**src/rtl/pipeline_ctrl_pkg.sv**
```systemverilog
// Shared encodings for the MINI-RISC pipeline control blocks.
// Holds the FSM state codes, the forwarding-select codes and the forwarding rule.
package pipeline_ctrl_pkg;

   localparam logic [1:0] STARTUP  = 2'b00;
   localparam logic [1:0] RUN      = 2'b01;
   localparam logic [1:0] MEM_WAIT = 2'b10;

   localparam logic [1:0] FWD_REG = 2'b00;
   localparam logic [1:0] FWD_W   = 2'b01;

   localparam int STARTUP_CYCLES = 2;

   // A source operand takes the W result whenever W writes that register.
   function automatic logic [1:0] fwd_sel(input logic [1:0] write_mode,
                                          input logic [2:0] rd,
                                          input logic [2:0] rs);
      return ((write_mode != 2'b00) && (rd == rs)) ? FWD_W : FWD_REG;
   endfunction

endpackage

```
**src/rtl/hazard_ctrl_if.sv**
```systemverilog
// Bundle of pipeline status inputs and hazard-control outputs for hazard_ctrl.
// master is the pipeline side; slave is the controller side.
interface hazard_ctrl_if #(parameter int CNT_W = 16);

   logic [2:0]       rs1_D;
   logic [2:0]       rs2_D;
   logic             uses_rs1_D;
   logic             uses_rs2_D;
   logic [2:0]       rd_E;
   logic [1:0]       write_mode_E;
   logic             mem_read_E;
   logic [2:0]       rs1_E;
   logic [2:0]       rs2_E;
   logic [2:0]       rd_W;
   logic [1:0]       write_mode_W;
   logic             branch_taken_E;
   logic             mem_req_E;
   logic             mem_ready;

   logic             stall_F;
   logic             stall_D;
   logic             stall_E;
   logic             flush_F;
   logic             flush_D;
   logic             flush_E;
   logic [1:0]       fwd_a_E;
   logic [1:0]       fwd_b_E;
   logic [1:0]       state;
   logic [CNT_W-1:0] stall_count;
   logic [CNT_W-1:0] flush_count;
   logic             mem_timeout;

   modport master (
      output rs1_D, rs2_D, uses_rs1_D, uses_rs2_D, rd_E, write_mode_E, mem_read_E,
             rs1_E, rs2_E, rd_W, write_mode_W, branch_taken_E, mem_req_E, mem_ready,
      input  stall_F, stall_D, stall_E, flush_F, flush_D, flush_E, fwd_a_E, fwd_b_E,
             state, stall_count, flush_count, mem_timeout
   );

   modport slave (
      input  rs1_D, rs2_D, uses_rs1_D, uses_rs2_D, rd_E, write_mode_E, mem_read_E,
             rs1_E, rs2_E, rd_W, write_mode_W, branch_taken_E, mem_req_E, mem_ready,
      output stall_F, stall_D, stall_E, flush_F, flush_D, flush_E, fwd_a_E, fwd_b_E,
             state, stall_count, flush_count, mem_timeout
   );

endinterface

```
**src/rtl/hazard_ctrl_sat_counter.sv**
```systemverilog
// Parameterised-width incrementer that sticks at all-ones instead of wrapping.
// Synchronous clear has priority over increment.
module sat_counter #(parameter int W = 16) (
   input  logic         clk,
   input  logic         clear,
   input  logic         inc,
   output logic [W-1:0] count
);

   always_ff @(posedge clk) begin
      if (clear)
         count <= '0;
      else if (inc && (count != {W{1'b1}}))
         count <= count + W'(1);
   end

endmodule

```
**src/rtl/hazard_ctrl.sv**
```systemverilog
// Stall/flush/forward controller for the F/D/E/W pipeline, including the post-reset
// purge, data-memory wait sequencing and saturating performance counters.
module hazard_ctrl
   import pipeline_ctrl_pkg::*;
#(
   parameter int CNT_W       = 16,
   parameter int MEM_TIMEOUT = 15
) (
   input  logic         clk,
   input  logic         reset,
   hazard_ctrl_if.slave bus
);

   localparam int WAIT_W = $clog2(MEM_TIMEOUT + 1);
   localparam int SU_W   = $clog2(STARTUP_CYCLES + 1);

   logic [1:0]        state_q;
   logic [1:0]        next_state;
   logic [1:0]        dec_state;
   logic [SU_W-1:0]   startup_cnt;
   logic [WAIT_W-1:0] wait_cnt;
   logic              timeout_q;
   logic              load_use;
   logic              mem_stall;
   logic              branch_flush;
   logic              stall_f, stall_d, stall_e;
   logic              flush_f, flush_d, flush_e;

   // While reset is held the controls already look like STARTUP so the pipeline purges.
   assign dec_state = reset ? STARTUP : state_q;

   assign load_use = bus.mem_read_E && (bus.write_mode_E != 2'b00) &&
                     ((bus.uses_rs1_D && (bus.rs1_D == bus.rd_E)) ||
                      (bus.uses_rs2_D && (bus.rs2_D == bus.rd_E)));

   assign mem_stall = bus.mem_req_E && !bus.mem_ready;

   always_comb begin
      next_state   = state_q;
      branch_flush = 1'b0;
      stall_f      = 1'b0;
      stall_d      = 1'b0;
      stall_e      = 1'b0;
      flush_f      = 1'b0;
      flush_d      = 1'b0;
      flush_e      = 1'b0;
      case (dec_state)
         STARTUP: begin
            flush_f = 1'b1;
            flush_d = 1'b1;
            flush_e = 1'b1;
            if (startup_cnt == SU_W'(STARTUP_CYCLES - 1))
               next_state = RUN;
         end
         RUN: begin
            if (mem_stall) begin
               stall_f    = 1'b1;
               stall_d    = 1'b1;
               stall_e    = 1'b1;
               next_state = MEM_WAIT;
            end else if (bus.branch_taken_E) begin
               // The Decode instruction is killed, so a load-use on it is irrelevant.
               flush_f      = 1'b1;
               flush_d      = 1'b1;
               branch_flush = 1'b1;
            end else if (load_use) begin
               stall_f = 1'b1;
               flush_d = 1'b1;
            end
         end
         MEM_WAIT: begin
            if (!bus.mem_ready) begin
               stall_f = 1'b1;
               stall_d = 1'b1;
               stall_e = 1'b1;
            end else begin
               next_state = RUN;
            end
         end
         default: next_state = RUN;
      endcase
   end

   // The wait counter parks at MEM_TIMEOUT; the timeout flag is sticky until reset.
   always_ff @(posedge clk) begin
      if (reset) begin
         state_q     <= STARTUP;
         startup_cnt <= '0;
         wait_cnt    <= '0;
         timeout_q   <= 1'b0;
      end else begin
         state_q <= next_state;
         if (state_q == STARTUP)
            startup_cnt <= startup_cnt + SU_W'(1);
         if (state_q == MEM_WAIT) begin
            if (bus.mem_ready) begin
               wait_cnt <= '0;
            end else begin
               if (wait_cnt != WAIT_W'(MEM_TIMEOUT))
                  wait_cnt <= wait_cnt + WAIT_W'(1);
               if (wait_cnt >= WAIT_W'(MEM_TIMEOUT - 1))
                  timeout_q <= 1'b1;
            end
         end
      end
   end

   sat_counter #(.W(CNT_W)) u_stall_cnt (
      .clk   (clk),
      .clear (reset),
      .inc   (stall_f | stall_d | stall_e),
      .count (bus.stall_count)
   );

   sat_counter #(.W(CNT_W)) u_flush_cnt (
      .clk   (clk),
      .clear (reset),
      .inc   (branch_flush),
      .count (bus.flush_count)
   );

   assign bus.stall_F     = stall_f;
   assign bus.stall_D     = stall_d;
   assign bus.stall_E     = stall_e;
   assign bus.flush_F     = flush_f;
   assign bus.flush_D     = flush_d;
   assign bus.flush_E     = flush_e;
   assign bus.fwd_a_E     = fwd_sel(bus.write_mode_W, bus.rd_W, bus.rs1_E);
   assign bus.fwd_b_E     = fwd_sel(bus.write_mode_W, bus.rd_W, bus.rs2_E);
   assign bus.state       = state_q;
   assign bus.mem_timeout = timeout_q;

endmodule

```
**src/flat_wrapper.sv**
```systemverilog
// flat-port wrapper written by rule: the top's interface ports become plain ports
module hazard_ctrl_flat import pipeline_ctrl_pkg::*;
#(
   parameter int CNT_W       = 16,
   parameter int MEM_TIMEOUT = 15
)
  (clk, reset, bus_rs1_D, bus_rs2_D, bus_uses_rs1_D, bus_uses_rs2_D, bus_rd_E, bus_write_mode_E, bus_mem_read_E, bus_rs1_E, bus_rs2_E, bus_rd_W, bus_write_mode_W, bus_branch_taken_E, bus_mem_req_E, bus_mem_ready, bus_stall_F, bus_stall_D, bus_stall_E, bus_flush_F, bus_flush_D, bus_flush_E, bus_fwd_a_E, bus_fwd_b_E, bus_state, bus_stall_count, bus_flush_count, bus_mem_timeout);
  hazard_ctrl_if #(.CNT_W(CNT_W)) bus_i ();
  input  logic clk;
  input  logic reset;
  input wire logic [$bits(bus_i.rs1_D)-1:0] bus_rs1_D;
  input wire logic [$bits(bus_i.rs2_D)-1:0] bus_rs2_D;
  input wire logic [$bits(bus_i.uses_rs1_D)-1:0] bus_uses_rs1_D;
  input wire logic [$bits(bus_i.uses_rs2_D)-1:0] bus_uses_rs2_D;
  input wire logic [$bits(bus_i.rd_E)-1:0] bus_rd_E;
  input wire logic [$bits(bus_i.write_mode_E)-1:0] bus_write_mode_E;
  input wire logic [$bits(bus_i.mem_read_E)-1:0] bus_mem_read_E;
  input wire logic [$bits(bus_i.rs1_E)-1:0] bus_rs1_E;
  input wire logic [$bits(bus_i.rs2_E)-1:0] bus_rs2_E;
  input wire logic [$bits(bus_i.rd_W)-1:0] bus_rd_W;
  input wire logic [$bits(bus_i.write_mode_W)-1:0] bus_write_mode_W;
  input wire logic [$bits(bus_i.branch_taken_E)-1:0] bus_branch_taken_E;
  input wire logic [$bits(bus_i.mem_req_E)-1:0] bus_mem_req_E;
  input wire logic [$bits(bus_i.mem_ready)-1:0] bus_mem_ready;
  output wire logic [$bits(bus_i.stall_F)-1:0] bus_stall_F;
  output wire logic [$bits(bus_i.stall_D)-1:0] bus_stall_D;
  output wire logic [$bits(bus_i.stall_E)-1:0] bus_stall_E;
  output wire logic [$bits(bus_i.flush_F)-1:0] bus_flush_F;
  output wire logic [$bits(bus_i.flush_D)-1:0] bus_flush_D;
  output wire logic [$bits(bus_i.flush_E)-1:0] bus_flush_E;
  output wire logic [$bits(bus_i.fwd_a_E)-1:0] bus_fwd_a_E;
  output wire logic [$bits(bus_i.fwd_b_E)-1:0] bus_fwd_b_E;
  output wire logic [$bits(bus_i.state)-1:0] bus_state;
  output wire logic [$bits(bus_i.stall_count)-1:0] bus_stall_count;
  output wire logic [$bits(bus_i.flush_count)-1:0] bus_flush_count;
  output wire logic [$bits(bus_i.mem_timeout)-1:0] bus_mem_timeout;
  assign bus_i.rs1_D = bus_rs1_D;
  assign bus_i.rs2_D = bus_rs2_D;
  assign bus_i.uses_rs1_D = bus_uses_rs1_D;
  assign bus_i.uses_rs2_D = bus_uses_rs2_D;
  assign bus_i.rd_E = bus_rd_E;
  assign bus_i.write_mode_E = bus_write_mode_E;
  assign bus_i.mem_read_E = bus_mem_read_E;
  assign bus_i.rs1_E = bus_rs1_E;
  assign bus_i.rs2_E = bus_rs2_E;
  assign bus_i.rd_W = bus_rd_W;
  assign bus_i.write_mode_W = bus_write_mode_W;
  assign bus_i.branch_taken_E = bus_branch_taken_E;
  assign bus_i.mem_req_E = bus_mem_req_E;
  assign bus_i.mem_ready = bus_mem_ready;
  assign bus_stall_F = bus_i.stall_F;
  assign bus_stall_D = bus_i.stall_D;
  assign bus_stall_E = bus_i.stall_E;
  assign bus_flush_F = bus_i.flush_F;
  assign bus_flush_D = bus_i.flush_D;
  assign bus_flush_E = bus_i.flush_E;
  assign bus_fwd_a_E = bus_i.fwd_a_E;
  assign bus_fwd_b_E = bus_i.fwd_b_E;
  assign bus_state = bus_i.state;
  assign bus_stall_count = bus_i.stall_count;
  assign bus_flush_count = bus_i.flush_count;
  assign bus_mem_timeout = bus_i.mem_timeout;
  hazard_ctrl #(.CNT_W(CNT_W), .MEM_TIMEOUT(MEM_TIMEOUT)) u_core (.clk(clk), .reset(reset), .bus(bus_i));
endmodule
```
**config.mk**
```make
export PLATFORM = sky130hd
export DESIGN_NAME = hazard_ctrl_flat
export DESIGN_NICKNAME = d
export VERILOG_FILES = /design/src/rtl/pipeline_ctrl_pkg.sv /design/src/rtl/hazard_ctrl_if.sv /design/src/rtl/hazard_ctrl_sat_counter.sv /design/src/rtl/hazard_ctrl.sv /design/src/flat_wrapper.sv
export SDC_FILE = /design/constraint.sdc
export NUM_CORES = 1
export LEC_CHECK = 0
export BUFFER_PORTS_ARGS = -buffer_cell sky130_fd_sc_hd__buf_2
export CAP_MARGIN = 0
export CELL_PAD_IN_SITES_DETAIL_PLACEMENT = 0
export CELL_PAD_IN_SITES_GLOBAL_PLACEMENT = 2
export CORE_ASPECT_RATIO = 2
export CORE_MARGIN = 2
export CORE_UTILIZATION = 29
export CTS_CLUSTER_DIAMETER = 80
export DETAILED_ROUTE_END_ITERATION = 6
export PLACE_DENSITY_LB_ADDON = 0.1
export SLEW_MARGIN = 40
export SYNTH_ARGS = -nofsm -noshare
export SYNTH_HDL_FRONTEND = slang
export SYNTH_HIERARCHICAL = 1
export SYNTH_SLANG_ARGS = --single-unit
```
**constraint.sdc**
```tcl
create_clock -name clk -period 4.4 [get_ports clk]
set_clock_uncertainty 0.05 [all_clocks]
set_input_delay 1.32 -clock clk [delete_from_list [all_inputs] [get_ports clk]]
set_output_delay 1.32 -clock clk [all_outputs]
set_load 0.1 [all_outputs]
```
==> flow_summary.ini <==
[timing]
setup_violations = 0
worstMarginPinSlew_ns = 0.766
max_freq_mhz = 233
hold_viol_final = 0
post-route-min-period_ns = 4.29
fin_crit_sh_pct = 97.5
totalNegativeSetupSlack_ns = 0
slew_viol_final = 0
max_slew_margin_pct = 48.2
hold_ws_ns = 0.439
rsz0062_at_grt = no

[clock_network]
cts_resized = 0
numClockSinks = 41
cts_tree = yes
numCtsBuffers = 5
cts_buffer_depth = 2
cts_setup_buffers = 0
clockRootBuffer = clkbuf_16
clock_latency_ns = 0.28
htreeDepth = 2
path_clk_slew_ns = 0.06
postCtsHoldBufs = 0

[die]
dieHeight_um = 134
initial_core_util_pct = 29.6
dieWidth_um = 68.8
die-area_um2 = 9180
io_pins = 75
fp.coreArea_um2 = 8230
row_count = 47

[critical_path]
r2r-end = u_core/u_stall_cnt/count[11]$_SDFFE_PP0P_
crit_buf_inv = 3
cpPeakStageDelay_ns = 0.26
worstPathArrival_ns = 2.92
r2r_setup_slack_ns = 1.52
path_depth = 8
worstSetupStartpointType = input port
critPathKind = input port to primary output
cp.required_ns = 3.03
reg2regPathDepth = 9
critPathLaunch = reset
critPathCaptureType = primary output
critPathSlowestCell = nand2b_1
critical_path.endpoint = bus_flush_D
crit_chain = buf_2, nand2b_1, ha_2, a21boi_0, buf_4, a22o_4, a41o_2, buf_12
crit_fanout = 6
critical_path.top_delay_family = compound AO/OA/AOI/OAI gates
timing.rr.start = u_core/bus.state[0]$_SDFFE_PP0P_

[synth]
synth_ff_type = dfxtp_1
syn-cell-area_um2 = 2430
synth_seq_cells = 41
ys_types = 50
seq_area_frac_synth_pct = 33.7
ys_warn_count = 6
synthArstFlopShare_pct = 0
synth_area_per_cell_um2 = 8.42
syn_inst = 289
synth_edf_count = 0

[placement]
io_buffers = 72
dp_hpwl_um = 5120
gp_congestion = 0.736
placed_area_um2 = 3040

[finish]
drive_above_1_share_pct = 28.7
areaGrowthSynthToFinish_pct = 32.6
fin_area_um2 = 3230
fin_nets = 399
finalCoreUtilization_pct = 39.2
final_common_cell = buf_2
fillers = 901
diodes = 0
final_cell_mix = 66 x buf_2, 41 x dfxtp_1, 25 x a21oi_1, 22 x nor2_1, 16 x nand2_1

[run_status]
status = finished, final reports clean

[route]
drt_iter0_markers = 82
wl_um = 6840
via_per_inst = 5.26
vias = 2418
firstDrtPassIters = 4
drc_errors = 0
detail-route-antenna-nets = 0
detail_route.wl_per_cell_um = 14.9

[job]
maxCapViolCount = 0

[grt]
gr-total-overflow = 0
grt_usage_pct = 16.1
grt_antenna_before_repair = 0
grt_pass1_vias = 2390
grt_start_max_net_pins = 41
grt_first_pass_wirelength_um = 11400

[pwr]
peakVddDrop_mv = 0.216
p_leak_nw = 1.30
powerDensity_nw_per_um2 = 403

[hold_path]
hp-class = register to register
[worst reg2reg max path, delay by kind of cell (launching register included)]
kind | cells | cell delay (ns)
compound gates | 2 | 0.35
fa+ha+maj | 1 | 0.20
buf+inv | 1 | 0.07
flops | 1 | 0.42
mux | 1 | 0.36
simple gates | 4 | 1.31
[per-layer routing]
metal / part of all wire (%) / routed length, um / track usage (%) / up-vias
met3: 4.8 / 330 / 3.13 / 7
met2: 55 / 3790 / 29.4 / 59
li1: - / - / - / 1228
met4: 1.7 / 114 / 5.34 / 0
met5: 0 / 0 / 0 / -
met1: 38 / 2610 / 17.4 / 1124
[layout make-up]
class                           count  area (um^2)  share of cell area [%]
Clock buffer                        6          139                    4.30
Clock inverter                      2         37.5                    1.16
Inverter                           12         45.0                    1.40
Multi-Input combinational cell    225         1580                    49.0
Sequential cell                    41          821                    25.4
Tap cell                           98          123                    3.80
Timing Repair Buffer               76          480                    14.9
[power by group]
part | total (mW) | switching, mW | internal, mW | leakage [nW]
logic | 0.450 | 0.295 | 0.156 | 0.884
registers | 0.412 | 0.0209 | 0.392 | 0.331
clock network | 0.439 | 0.156 | 0.283 | 0.0831
[worst min path at each step]
stage                                              from  depth (start not counted)  slack [ns]                                   to
floorplan               u_core/wait_cnt[0]$_SDFFE_PP0P_                          2        0.42      u_core/wait_cnt[0]$_SDFFE_PP0P_
global placement    u_core/bus.mem_timeout$_SDFFE_PP0P_                          2        0.41  u_core/bus.mem_timeout$_SDFFE_PP0P_
detailed placement  u_core/bus.mem_timeout$_SDFFE_PP0P_                          2        0.42  u_core/bus.mem_timeout$_SDFFE_PP0P_
CTS                 u_core/bus.mem_timeout$_SDFFE_PP0P_                          2        0.44  u_core/bus.mem_timeout$_SDFFE_PP0P_
global route        u_core/bus.mem_timeout$_SDFFE_PP0P_                          2        0.49  u_core/bus.mem_timeout$_SDFFE_PP0P_
finish              u_core/bus.mem_timeout$_SDFFE_PP0P_                          2        0.44  u_core/bus.mem_timeout$_SDFFE_PP0P_
[synth_stat cells, types with 4 or more instances]
library cell   n  area, um^2
dfxtp_1       41         821
a21oi_1       26         130
nor2_1        22        82.6
nand2_1       16        60.1
or4_1         14         105
nand3_1       13        65.1
o31ai_1       12        90.1
inv_1         11        41.3
xnor2_1       11        96.3
o21ai_0       10        50.1
nor3_1         9        45.0
ha_1           8         100
nand4_1        8        50.1
or3_1          7        43.8
and4_1         6        52.6
nor4_1         6        37.5
xor2_1         6        52.6
clkbuf_1       5        18.8
nor2b_1        4        25.0
[flip-flops by register name, indices dropped and copies added (netlist names)]
name                      flops
u_core/bus.mem_timeout        1
u_core/u_flush_cnt/count     16
u_core/bus.state              2
u_core/u_stall_cnt/count     16
u_core/startup_cnt            2
u_core/wait_cnt               4
[through the flow]
| step | setup WS (ns) | std cells | total power, mW |
|---|---|---|---|
| after floorplan | -0.328 | 290 | 0.754 |
| after detailed placement | 0.103 | 450 | 0.876 |
| after global placement | 0.140 | 450 | 0.873 |
| after global routing | 0.0334 | 460 | 1.37 |
| after CTS | 0.103 | 458 | 1.33 |
| final | 0.110 | 460 | 1.30 |
[cell families after synthesis]
logic type               count (synthesis)  synth area share [%]
XOR/XNOR                                17                  6.12
buffers and inverters                   24                  4.27
flip-flops                              41                  33.7
AO/OA/AOI/OAI                           66                  17.3
other                                    1                 0.154
multiplexers                             5                  2.16
AND/OR/NAND/NOR                        127                  32.1
adder cells (fa/ha/maj)                  8                  4.11
Power figures use the tool's default switching activity.
